[src/rtl/cache_arbiter.sv]
`default_nettype none
// ============================================================================
// Module   : cache_arbiter
// Brief    : Round-robin arbiter sharing one line-sized memory port between
//            the I-cache and the D-cache.
// Revision : 1.0 - initial release
// ============================================================================
module cache_arbiter #(
  parameter int ADDR_WIDTH = 32,
  parameter int LINE_WIDTH = 256
) (
  input  logic                  clk,
  input  logic                  rst,
  input  logic                  icache_read,
  input  logic [ADDR_WIDTH-1:0] icache_address,
  output logic [LINE_WIDTH-1:0] icache_rdata,
  output logic                  icache_resp,
  input  logic                  dcache_read,
  input  logic                  dcache_write,
  input  logic [ADDR_WIDTH-1:0] dcache_address,
  input  logic [LINE_WIDTH-1:0] dcache_wdata,
  output logic [LINE_WIDTH-1:0] dcache_rdata,
  output logic                  dcache_resp,
  output logic                  pmem_read,
  output logic                  pmem_write,
  output logic [ADDR_WIDTH-1:0] pmem_address,
  output logic [LINE_WIDTH-1:0] pmem_wdata,
  input  logic [LINE_WIDTH-1:0] pmem_rdata,
  input  logic                  pmem_resp,
  output logic                  proto_err
);

  typedef enum logic [1:0] {
    IDLE    = 2'd0,
    GRANT_I = 2'd1,
    GRANT_D = 2'd2,
    DONE    = 2'd3
  } state_t;

  state_t                  r_state;
  state_t                  w_next;
  logic                    r_last_grant;
  logic                    r_we;
  logic                    r_proto_err;
  logic [ADDR_WIDTH-1:0]   r_addr;
  logic [LINE_WIDTH-1:0]   r_wdata;
  logic                    w_i_req;
  logic                    w_d_req;
  logic                    w_grant_i;
  logic                    w_grant_d;

  assign w_i_req = icache_read;
  assign w_d_req = dcache_read | dcache_write;

  // On a tie D wins unless it was the last side served, so ties alternate.
  always_comb begin
    w_next    = r_state;
    w_grant_i = 1'b0;
    w_grant_d = 1'b0;
    case (r_state)
      IDLE: begin
        if (w_d_req && (!w_i_req || !r_last_grant)) begin
          w_grant_d = 1'b1;
          w_next    = GRANT_D;
        end else if (w_i_req) begin
          w_grant_i = 1'b1;
          w_next    = GRANT_I;
        end
      end
      GRANT_I: if (pmem_resp) w_next = DONE;
      GRANT_D: if (pmem_resp) w_next = DONE;
      DONE:    w_next = IDLE;
      default: w_next = IDLE;
    endcase
  end

  always_ff @(posedge clk or negedge rst) begin
    if (!rst) begin
      r_state <= IDLE;
    end else begin
      r_state <= w_next;
    end
  end

  always_ff @(posedge clk or negedge rst) begin
    if (!rst) begin
      r_last_grant <= 1'b0;
      r_we         <= 1'b0;
      r_addr       <= '0;
      r_wdata      <= '0;
      r_proto_err  <= 1'b0;
    end else begin
      if (w_grant_i) begin
        r_addr       <= icache_address;
        r_last_grant <= 1'b0;
      end else if (w_grant_d) begin
        r_addr       <= dcache_address;
        r_wdata      <= dcache_wdata;
        r_we         <= dcache_write;
        r_last_grant <= 1'b1;
      end
      if (pmem_resp && (r_state == IDLE || r_state == DONE)) begin
        r_proto_err <= 1'b1;
      end
    end
  end

  // Strobes come straight from registered state so they cannot glitch.
  assign pmem_read    = (r_state == GRANT_I) || ((r_state == GRANT_D) && !r_we);
  assign pmem_write   = (r_state == GRANT_D) && r_we;
  assign pmem_address = r_addr;
  assign pmem_wdata   = r_wdata;
  assign icache_resp  = (r_state == GRANT_I) && pmem_resp;
  assign dcache_resp  = (r_state == GRANT_D) && pmem_resp;
  assign icache_rdata = pmem_rdata;
  assign dcache_rdata = pmem_rdata;
  assign proto_err    = r_proto_err;

endmodule
`default_nettype wire

[config.mk]
export PLATFORM = sky130hd
export DESIGN_NAME = cache_arbiter
export DESIGN_NICKNAME = d
export VERILOG_FILES = /design/src/rtl/cache_arbiter.sv
export SDC_FILE = /design/constraint.sdc
export NUM_CORES = 1
export LEC_CHECK = 0
export ABC_CLOCK_PERIOD_IN_PS = 1800
export CELL_PAD_IN_SITES_DETAIL_PLACEMENT = 1
export CELL_PAD_IN_SITES_GLOBAL_PLACEMENT = 1
export CORE_AREA = 2 2 533 535
export DETAILED_ROUTE_END_ITERATION = 10
export DIE_AREA = 0 0 535 537
export PLACE_DENSITY = 0.37
export SYNTH_ARGS = -nofsm -noshare
export SYNTH_HDL_FRONTEND = slang
export SYNTH_SLANG_ARGS = --single-unit
[constraint.sdc]
create_clock -name clk -period 1.8 [get_ports clk]
set_clock_uncertainty 0.15 [all_clocks]
set_input_delay 0.36 -clock clk [delete_from_list [all_inputs] [get_ports clk]]
set_output_delay 0.36 -clock clk [all_outputs]
set_load 0.05 [all_outputs]
; Word-level counts from Yosys, hierarchy flattened
; Cells that the tools add are included.
[op_classes]
mux = 13
n_eq_ne = 5
order_cmp = 0
mul = 0
n_addsub = 0
bitwise = 2
n_div = 0
n_shift = 0
n_reduce_logical = 17
[ops]
columns = cell, count
row1 = 2-to-1 mux 32 bit, 2
row2 = 2-to-1 mux 1 bit, 7
row3 = logical AND 1 bit, 6
row4 = 2-to-1 mux 2 bit, 3
row5 = one-hot mux 2 bit (3 select lines), 1
row6 = "== test 2 bit, second input constant", 2
row7 = AND reduction 2 bit, 2
row8 = zero test 1 bit, 3
row9 = logical OR 1 bit, 3
row10 = "!= test 3 bit, second input constant", 1
row11 = "== test 2 x 1 -> 1 bit, second input constant", 1
row12 = zero test 2 bit, 1
row13 = "!= test 2 x 1 -> 1 bit, second input constant", 1
row14 = nonzero test 2 bit, 1
row15 = OR reduction 2 bit, 1
row16 = inverter 1 bit, 1
row17 = bitwise OR 1 bit, 1
[word_totals]
mem_bits_ro = 0
ramBits = 0
memories = 0
register_bits = 293
latchBits = 0
inputBits = 582

; Longest topological paths before layout
[logic_depth]
depth_word = 7
mapped_depth = 7
mapped_depth_nobuf = 5

; Worst setup path before layout
; No wires, ideal clock.
[synth_path]
path_type = register -> register
start = register r_state[0]
end = register r_addr[0], in the netlist pmem_address[0]
slack_ns = 0.072
period_less_slack_ns = 1.728
path_stages_with_launch = 8
arrival_ns = 1.496
cell_sequence = dfrtp_1 -> inv_1 -> ha_1 -> and2_1 -> clkbuf_1 -> clkbuf_1 -> nand3_1 -> a31oi_1
[synth_between]
elab_chain_cells = 3
word_cells_on_any_way = 5
[synth_rtl]
columns = item, line_no
row1 = from (decl), 40  ; state_t r_state;
row2 = from (signal assigned), 81  ; r_state <= w_next;
row3 = zero test 2 bit *, 60  ; case (r_state)
row4 = 2-to-1 mux 1 bit, 60
row5 = 2-to-1 mux 32 bit / nonzero test 2 bit (equally long branches), --
row6 = to (signal assigned), 94  ; r_addr <= icache_address;
row7 = to (signal assigned), 97  ; r_addr <= dcache_address;
row8 = to (decl), 45  ; logic [ADDR_WIDTH-1:0] r_addr;
; Mark *: on every way between the ends. The rest lies on a longest branch, timed or not.
; A chain may end at the register's enable or synchronous reset.

; Final worst setup path
[layout_path]
start = register r_state[1]
end = output port pmem_read
[layout_between]
elab_chain_cells = 3
word_cells_on_any_way = 4
[layout_rtl]
columns = item, line_no
row1 = == test 2 bit, 109  ; assign pmem_read = (r_state == GRANT_I) || ((r_state == GRANT_D) && !r_we);
row2 = logical AND 1 bit, 109
row3 = logical OR 1 bit *, 109
row4 = to (decl), 24  ; output logic pmem_read,
; Marked as above.

==> qor.csv <==
metric;value;unit
Fin. Hold Viols;0;
Adder-Cell Fraction of Synth Area;0.3118;%
Clock Tree Buf Depth;3;
WP buf/inv;2;
Crit path arrival time;1.73;ns
post-route insts no fill;5434;
Final nets;2236;
max_cap viols;0;
post-synthesis mux area share;22.90;%
Max Fclk;446.3;MHz
Layout Area Growth over Synthesis;85.77;%
period utilisation layout;124.5;%
Slew Viols, Final;0;
CP max stage cell;dfrtp_1;
CP max stage delay;0.39;ns
die area;0.2873;sq mm
TritonCTS sink count;293;
pre-CTS setup slack;-0.7199;ns
Worst-Skew Late Latency;0.65;ns
Root Driver;clkbuf_16;
Ys Warns;0;
Critical Path RT;1.29;ns
Leakage;12.23;nW
DR WL/cell;26.16;um
CP Class;reg2out;
CTS H-Tree Depth;2;
Initial Util;5.706;%
Final Cell Area;0.02982;sq mm
final setup margin;-0.4404;ns
CTS tree;done;
post-DP HPWL;120900;um
DRC;0;
VDD IR-drop max;807.6;uV
Design Power;66.96;mW
syn_area_per_cell;12.67;sq um
initial antenna violation count;87;
xor/xnor cell area share of the yosys netlist;0;%
register area share after synthesis;45.68;%
Worst-path clk slew;0.05;ns
DP Area;0.02528;sq mm
port bufs;618;
fraction of registers with async set/reset;100.0;%
outcome;finished with violations;
number of global-route vias before repair;11460;
main combinational cell family by area after synthesis;buffers and inverters;
DIE HEIGHT;537;um
Final ANT Viol Nets;0;
first-pass GRT wire length;162200;um
Mapped Area;0.01605;sq mm
area share of the largest cell type after synthesis;45.68;%
largest net degree at the start of global routing;58;
CTS buffer count;44;
Core Footprint;0.2813;sq mm
Post-Syn Instances;1267;
Compound-Gate Fraction of Synth Area;2.658;%
all-layer global routing usage;9.117;%
num rows;195;
Vias;11330;
initial DRC count;259;
RePlAce Congestion;0.6963;
Rel. slew slack;75.53;%
pwr dens;2245;mW/mm^2
Crit path max-delay family;flip-flops;
routed vias/inst;2.084;
DP Cell Count;5134;
failing checks;setup timing;
post-synthesis simple-gate area fraction;2.089;%
leading area contributor after synthesis;dfrtp_1;
final setup violation count;272;
DRT Wirelength;142200;um
worst-margin pin slew;0.3670;ns
critical path capture point type;output port;
share of layout cells above drive strength 1;57.04;%
min cycle time layout;2.240;ns
RSZ-0062 raised after global routing;true;
Yosys reg bits;293;
library cells used by synthesis;26;
Synth Flop Type;dfrtp_1;
worst min path class;in2async;
setup_tns;-34.54;ns
CP Cell Sequence;buf_4, ha_4, a21o_1, buf_12;
Synthesized Nets;1853;
Crit Path Max Fanout;3;
Startpoint Class;flop;
boundary pin count;1387;
drt pass-1 iters;4;
Die X;535;um
main area contributors after synthesis;dfrtp_1 (46%), buf_4 (24%), mux2_4 (19%);
total grt overflow;0;
Post-synth EDFFs;0;
## cell type report
class | count | area (sq um)
Antenna cell | 15 | 37.54
Sequential cell | 293 | 7381
Tap cell | 3743 | 4683
Timing Repair Buffer | 897 | 11530
Multi-Input combinational cell | 410 | 4792
Clock buffer | 59 | 1207
Inverter | 4 | 15.01
Fill cell | 32420 | 251500
Clock inverter | 13 | 177.7
## per-layer routing
layer | GRT usage (%) | share of wire, %
met3 | 8.228 | 19
met1 | 8.225 | 32
met5 | 0.4441 | 0.055
met2 | 14.16 | 44
met4 | 3.962 | 4.9
## registers in the layout (all words and copies together), names as in the netlist
signal and count:
r_last_grant 1, r_we 1, pmem_wdata 256, r_state 2, proto_err 1, pmem_address 32
## through the flow
| stage | util [%] | hold WS (ns) |
|---|---|---|
| after floorplan | - | -0.08559 |
| final | 10.60 | 0.01971 |
| after detailed placement | 8.986 | 0.1159 |
| after global routing | 10.59 | 0.001125 |
| after global placement | 8.986 | 0.1187 |
| after CTS | 9.634 | 0.03156 |
## synth_stat cells, types with 3 or more instances
cell type	count
a31oi_1	32
and2_1	4
buf_1	3
buf_2	4
buf_4	512
buf_6	25
clkbuf_1	16
dfrtp_1	293
ha_1	4
inv_1	4
mux2_1	3
mux2_2	55
mux2_4	200
nand2_1	3
nand3_1	32
nor2_1	33
o21ai_0	32
## repair_timing
item,in CTS,in global routing
setup endpoints to repair,557,566
gates cloned,5,28
hold buffers,2,0
endpoints found under the hold margin,293,0
setup buffers,12,175
pin swaps,2,15
gates resized for setup,50,241
## placed cells by master, fill, tap and decap left out, types with 3 or more instances in the layout
cell / count
a31oi_1: 32
and2_4: 4
buf_12: 238
buf_16: 9
buf_4: 200
buf_6: 90
buf_8: 13
clkbuf_1: 10
clkbuf_16: 66
clkbuf_8: 5
clkdlybuf4s50_1: 324
clkinv_2: 5
dfrtp_1: 254
dfrtp_2: 39
diode_2: 15
ha_4: 3
mux2_2: 15
mux2_4: 242
nand3_1: 32
nor2_1: 32
o21ai_0: 14
o21ai_1: 10
o21ai_2: 8
## final timing paths
path,from,slack [ns],end,depth (start not counted)
worst min register to register,pmem_wdata[147],0.36,pmem_wdata[147],1
max in group asynchronous,rst,0.68,pmem_address[22],4
worst min-delay path,rst,0.02,pmem_wdata[99],2
worst max register to register,r_state[1],-0.19,pmem_wdata[241],8
worst max-delay path,r_state[1],-0.44,pmem_read,4
min in group clk,icache_address[26],0.13,pmem_address[26],3
## power breakdown
part | leakage (nW) | switching (mW) | internal, mW | total, mW
Sequential | 3.40 | 3.65 | 10.1 | 13.8
Combinational | 8.16 | 23.1 | 21.3 | 44.4
Clock | 0.679 | 3.83 | 4.99 | 8.82
Total | 12.2 | 30.6 | 36.4 | 67.0
## kinds of logic (layout without fill, tap and decap cells)
family | after synthesis | in the layout
other | 0 | 15
DFF | 293 | 293
buffers and inverters | 564 | 973
and+or+nand+nor | 74 | 74
muxes | 260 | 260
AOI/OAI and AO/OA | 72 | 72
adders and majority gates | 4 | 4
## worst register-to-register path: stages (launching register included)
cell and delay, ns:
dfrtp_1 0.37, inv_2 0.05, buf_4 0.13, ha_4 0.17, nand2_8 0.15, buf_16 0.19
buf_12 0.19, clkbuf_16 0.15, mux2_2 0.32
No activity file was read; power rests on OpenSTA's default activity.
